===== config.mk =====
export PLATFORM = sky130hd
export DESIGN_NAME = pong_game_ctrl
export DESIGN_NICKNAME = d
export VERILOG_FILES = /design/src/rtl/pong_game_ctrl_pkg.sv /design/src/rtl/pong_round_timer.sv /design/src/rtl/pong_game_ctrl.sv
export SDC_FILE = /design/constraint.sdc
export NUM_CORES = 1
export LEC_CHECK = 0
export ABC_CLOCK_PERIOD_IN_PS = 5050
export BUFFER_PORTS_ARGS = -buffer_cell sky130_fd_sc_hd__buf_2
export CORE_MARGIN = 4
export CORE_UTILIZATION = 59
export DETAILED_ROUTE_END_ITERATION = 7
export PLACE_DENSITY = 0.83
export REMOVE_ABC_BUFFERS = 1
export SLEW_MARGIN = 30
export SYNTH_ARGS = -nofsm -noshare
export SYNTH_HDL_FRONTEND = slang
export SYNTH_HIERARCHICAL = 1
export SYNTH_SLANG_ARGS = --single-unit

===== constraint.sdc =====
create_clock -name clk -period 5.05 [get_ports clk]
set_input_delay 1.2625 -clock clk [delete_from_list [all_inputs] [get_ports clk]]
set_output_delay 1.2625 -clock clk [all_outputs]
set_load 0.005 [all_outputs]

===== src/rtl/pong_game_ctrl_pkg.sv =====
// Shared definitions for the pong game controller: FSM state encodings, screen
// extents, default game parameters and the BCD score type with its increment helper.
package pong_game_ctrl_pkg;

  localparam int unsigned MAX_X           = 640;
  localparam int unsigned MAX_Y           = 480;
  localparam int unsigned DEF_BALLS       = 3;
  localparam int unsigned DEF_DELAY_TICKS = 120;

  // Encodings are visible to the text overlay through state_o.
  typedef enum logic [1:0] {
    ST_NEWGAME = 2'b00,
    ST_PLAY    = 2'b01,
    ST_NEWBALL = 2'b10,
    ST_OVER    = 2'b11
  } state_e;

  typedef struct packed {
    logic [3:0] d1;
    logic [3:0] d0;
  } score_t;

  localparam score_t SCORE_ZERO = '{d1: 4'd0, d0: 4'd0};

  function automatic logic score_is_max(input score_t s);
    return (s.d1 == 4'd9) && (s.d0 == 4'd9);
  endfunction

  // Two-digit BCD increment that holds at 99.
  function automatic score_t bcd_inc(input score_t s);
    score_t r;
    r = s;
    if (!score_is_max(s)) begin
      if (s.d0 == 4'd9) begin
        r.d0 = 4'd0;
        r.d1 = s.d1 + 4'd1;
      end else begin
        r.d0 = s.d0 + 4'd1;
      end
    end
    return r;
  endfunction

endpackage


===== src/rtl/pong_round_timer.sv =====
// Inter-round delay timer: loads LOAD_VAL, counts down once per refresh tick and
// holds at zero; a load takes priority over a decrement.
module pong_round_timer #(
  parameter int unsigned LOAD_VAL = 120
) (
  input  logic clk,
  input  logic rst_n,
  input  logic load,
  input  logic tick,
  output logic zero
);

  localparam int unsigned W = (LOAD_VAL < 2) ? 1 : $clog2(LOAD_VAL + 1);

  logic [W-1:0] count;

  // NOTE: sequential state uses non-blocking assignments so every register
  // samples pre-edge values regardless of block ordering.
  always_ff @(posedge clk or negedge rst_n) begin
    if (!rst_n) begin
      count <= '0;
    end else if (load) begin
      count <= W'(LOAD_VAL);
    end else if (tick && (count != '0)) begin
      count <= count - 1'b1;
    end
  end

  assign zero = (count == '0);

endmodule


===== src/rtl/pong_game_ctrl.sv =====
// Pong game-sequencing FSM: new-game/play/new-ball/game-over flow, BCD score,
// ball counter and button edge detect. Optional speed-up levels under PONG_SPEEDUP_EN.
module pong_game_ctrl
  import pong_game_ctrl_pkg::*;
#(
  parameter int unsigned BALLS       = DEF_BALLS,
  parameter int unsigned DELAY_TICKS = DEF_DELAY_TICKS
) (
  input  logic       clk,
  input  logic       rst_n,
  input  logic [1:0] btn1,
  input  logic [1:0] btn2,
  input  logic       hit,
  input  logic       miss,
  input  logic       refresh_tick,
  output logic       gra_still,
  output logic [1:0] state_o,
  output logic [1:0] balls_left,
  output logic [3:0] score_d1,
  output logic [3:0] score_d0,
  output logic [1:0] speed_lvl
);

  localparam logic [1:0] BALLS_RST   = 2'(BALLS);
  localparam logic [1:0] BALLS_START = 2'(BALLS - 1);

  state_e state;
  score_t score;
  logic   btn_any;
  logic   btn_prev;
  logic   btn_armed;
  logic   press;
  logic   timer_load;
  logic   timer_zero;

  // A button held through reset must be released once before it can count,
  // so the edge detector is only armed after an all-released cycle.
  assign btn_any = |{btn1, btn2};
  assign press   = btn_any && !btn_prev && btn_armed;

  always_ff @(posedge clk or negedge rst_n) begin
    if (!rst_n) begin
      btn_prev  <= 1'b0;
      btn_armed <= 1'b0;
    end else begin
      btn_prev  <= btn_any;
      btn_armed <= btn_armed || !btn_any;
    end
  end

  assign timer_load = (state == ST_PLAY) && miss;

  pong_round_timer #(
    .LOAD_VAL(DELAY_TICKS)
  ) u_round_timer (
    .clk  (clk),
    .rst_n(rst_n),
    .load (timer_load),
    .tick (refresh_tick),
    .zero (timer_zero)
  );

  always_ff @(posedge clk or negedge rst_n) begin
    if (!rst_n) begin
      state      <= ST_NEWGAME;
      gra_still  <= 1'b1;
      balls_left <= BALLS_RST;
      score      <= SCORE_ZERO;
    end else begin
      case (state)
        ST_NEWGAME: begin
          if (press) begin
            state      <= ST_PLAY;
            gra_still  <= 1'b0;
            score      <= SCORE_ZERO;
            balls_left <= BALLS_START;
          end
        end
        ST_PLAY: begin
          // A miss in the same cycle as a hit ends the rally; the hit is dropped.
          if (miss) begin
            gra_still <= 1'b1;
            if (balls_left == 2'd0) begin
              state <= ST_OVER;
            end else begin
              state      <= ST_NEWBALL;
              balls_left <= balls_left - 2'd1;
            end
          end else if (hit) begin
            score <= bcd_inc(score);
          end
        end
        ST_NEWBALL: begin
          if (press && timer_zero) begin
            state     <= ST_PLAY;
            gra_still <= 1'b0;
          end
        end
        ST_OVER: begin
          if (timer_zero) begin
            state <= ST_NEWGAME;
          end
        end
        default: begin
          state     <= ST_NEWGAME;
          gra_still <= 1'b1;
        end
      endcase
    end
  end

  assign state_o  = state;
  assign score_d1 = score.d1;
  assign score_d0 = score.d0;

`ifdef PONG_SPEEDUP_EN
  logic       game_start;
  logic       units_wrap;
  logic [1:0] speed_q;

  assign game_start = (state == ST_NEWGAME) && press;
  assign units_wrap = (state == ST_PLAY) && hit && !miss &&
                      (score.d0 == 4'd9) && !score_is_max(score);

  always_ff @(posedge clk or negedge rst_n) begin
    if (!rst_n) begin
      speed_q <= 2'd0;
    end else if (game_start) begin
      speed_q <= 2'd0;
    end else if (units_wrap && (speed_q != 2'd3)) begin
      speed_q <= speed_q + 2'd1;
    end
  end

  assign speed_lvl = speed_q;
`else
  assign speed_lvl = 2'b00;
`endif

endmodule


==> out/qor.txt <==
Cts hold-fix bufs -> 0
Post-route cell area -> 1460 um2
Worst slew margin -> 66.8%
Critical path launch point type -> register
Fin. Hold Viols -> 0
Die Y -> 55.5 um
WL/cell -> 13.5 um
Share of flip-flops with an asynchronous set or reset -> 100%
Fillers -> 156
PwrDens -> 406 nW/um2
Register bit total from synthesis -> 22
Ys Warns -> 6
Clock buffer count from CTS -> 3
Die Footprint -> 3090 um2
Die Wd -> 55.5 um
CP Data Required Time -> 3.79 ns
Maximum vdd ir drop -> 0.000310 V
First-pass GRT wire length -> 4440 um
Critical Path Slowest Stage Cell -> dfrtp_1
Post-synth top flop -> dfrtp_1
Htree depth -> 1
Final Max Slew Viols -> 0
Setup_tns -> 0 ns
Final Skew -> 0.00902 ns
CTS tree -> yes
Final wirelength -> 2500 um
Setup crit end kind -> output pin
Period utilization -> 47.1%
Final core utilization -> 70.9%
Max-Cap Viols -> 0
Area Growth Syn to Fin -> 9.57%
Outcome -> complete, no violations
R2R depth -> 3
Worst-Skew Late Latency -> 0.30 ns
Num rows -> 16
Crit path cell chain -> buf_2
Post-DRT Antenna Nets -> 0
Mapped cell area -> 1330 um2
CP Data Arrival Time -> 1.12 ns
Setup ws final -> 2.67 ns
Clock root buffer master -> clkbuf_4
Clk sinks -> 22
Cell family with most CP delay -> flip-flops
Hold Path Depth -> 1
Postcts setup bufs -> 0
Core area -> 2060 um2
Inserted Diodes -> 0
WP depth -> 1
IO Pins -> 24
Residual DRC -> 0
Vias post-DR -> 1102
DP Wirelength -> 1890 um
Avg Inst Size Synth -> 9.67 um2
Gpl congestion -> 0.800
Initial antenna violation count -> 0
Seq/Total Area, Yosys -> 41.6%
Global route total overflow -> 0
Post-synthesis cell type count -> 48
CP Buf/Inv Count -> 1
CTS resizes -> 0
Total track usage -> 17.4%
Largest net degree at the start of global routing -> 23
Reg2reg setup slack -> 3.26 ns
Worst-path clk slew -> 0.12 ns
HP Class -> register to register
Worst path max stage delay -> 0.62 ns
Setup CP Type -> register to output pin
First-pass DRT Iterations -> 4
Port Buffer Count -> 21
Starting Density -> 64.7%
RSZ-0062 raised after global routing -> no
Layout cell share with drive strength beyond 1 -> 25.2%
Vias in the first global route -> 1029
DRT iter0 DRCs -> 45
Final net count -> 176
Slew @ Worst Pin -> 0.493 ns
Top achievable clock speed -> 421 MHz
Vias/cell -> 5.92
Post-synthesis cell count -> 138
Max Root-Sink Buffers -> 2
Tmin final -> 2.38 ns
CP Max Fanout -> 12
P_leak -> 0.674 nW
DP Area -> 1440 um2
Post-synth EDFFs -> 0
Setup violations, final -> 0
Setup WS pre-CTS -> 2.37 ns
==> sequential cells by signal, summed over array words and instances, names as in the netlist <==
signal	flops
balls_left	2
btn_armed	1
btn_prev	1
gra_still	1
score_d0	4
score_d1	4
state_o	2
u_round_timer/count	7
==> power by group <==
group | leakage (nW) | internal (W) | switching (W)
logic | 0.396 | 0.000104 | 0.000107
clock network | 0.0150 | 0.0000307 | 0.0000491
registers | 0.263 | 0.000234 | 0.0000691
==> per-layer routing <==
| layer | wire length, um | GRT usage, % | share of wire (%) | vias to the layer above |
|---|---|---|---|---|
| met5 | 0 | 0 | 0 | - |
| met4 | 18 | 7.64 | 0.72 | 0 |
| met3 | 174 | 2.80 | 7.0 | 2 |
| met2 | 1080 | 24.8 | 43 | 49 |
| met1 | 1230 | 25.6 | 49 | 514 |
| li1 | - | - | - | 537 |
==> synthesized netlist by cell type, types with 2 or more instances <==
| master | n | area [um2] |
|---|---|---|
| mux2i_1 | 2 | 20.0 |
| nor2b_1 | 4 | 25.0 |
| a21o_1 | 2 | 15.0 |
| mux2_2 | 3 | 33.8 |
| o21ai_0 | 9 | 45.0 |
| dfrtp_1 | 19 | 475 |
| or4_1 | 2 | 15.0 |
| o211ai_1 | 2 | 15.0 |
| nand2b_1 | 2 | 12.5 |
| nand2_1 | 9 | 33.8 |
| ha_1 | 7 | 87.6 |
| a21oi_1 | 5 | 25.0 |
| nor2_1 | 9 | 33.8 |
| buf_6 | 2 | 22.5 |
| buf_4 | 2 | 15.0 |
| o41ai_1 | 2 | 17.5 |
| dfstp_2 | 3 | 78.8 |
| inv_1 | 11 | 41.3 |
| nand3b_1 | 3 | 22.5 |
| nand3_1 | 9 | 45.0 |
| nor3_1 | 4 | 20.0 |
==> cell families (layout without fill, tap and decap cells) <==
| kind of cell | count (synthesis) | count (layout) | synth area share [%] |
|---|---|---|---|
| compound gates | 32 | 32 | 16.3 |
| mux | 5 | 5 | 4.03 |
| flops | 22 | 22 | 41.6 |
| buf+inv | 16 | 36 | 6.19 |
| other cells | 1 | 2 | 0.281 |
| simple gates | 55 | 55 | 25.0 |
| fa+ha+maj | 7 | 7 | 6.57 |
==> through the flow <==
step | instances | hold WS [ns] | total power [W]
after global placement | 182 | 0.472 | 0.000504
after detailed placement | 182 | 0.490 | 0.000517
after floorplan | 134 | 0.459 | 0.000446
after global routing | 186 | 0.538 | 0.000650
after CTS | 186 | 0.513 | 0.000598
final | 186 | 0.506 | 0.000594
==> cell usage in the layout (no fill, tap or decap), types with 3 or more instances in the layout <==
| master | synthesis | final |
|---|---|---|
| buf_2 | 0 | 21 |
| dfrtp_1 | 19 | 19 |
| nand3_1 | 9 | 9 |
| clkbuf_4 | 0 | 3 |
| ha_1 | 7 | 7 |
| dfstp_2 | 3 | 3 |
| nor3_1 | 4 | 4 |
| nor2b_1 | 4 | 4 |
| nand2_1 | 9 | 9 |
| inv_1 | 11 | 11 |
| a21oi_1 | 5 | 5 |
| mux2_2 | 3 | 3 |
| nor2_1 | 9 | 9 |
| o21ai_0 | 9 | 9 |
| nand3b_1 | 3 | 3 |
==> final cells by class <==
type                            instances  area [um2]  area share (%)
Clock buffer                            4        26.3            1.80
Inverter                               11        41.3            2.83
Multi-Input combinational cell        101         701            47.9
Sequential cell                        22         554            37.9
Tap cell                               27        33.8            2.31
Timing Repair Buffer                   21         105            7.19
==> path summary, 6_finish.rpt <==
kind                                                to                    from
worst max-delay path                        state_o[0]              state_o[0]
worst min-delay path                         gra_still               gra_still
worst max register to register  u_round_timer/count[0]  u_round_timer/count[3]
worst min register to register               gra_still               gra_still
max in group asynchronous                balls_left[1]                   rst_n
min in group asynchronous                   state_o[0]                   rst_n
Power figures use the tool's default switching activity.
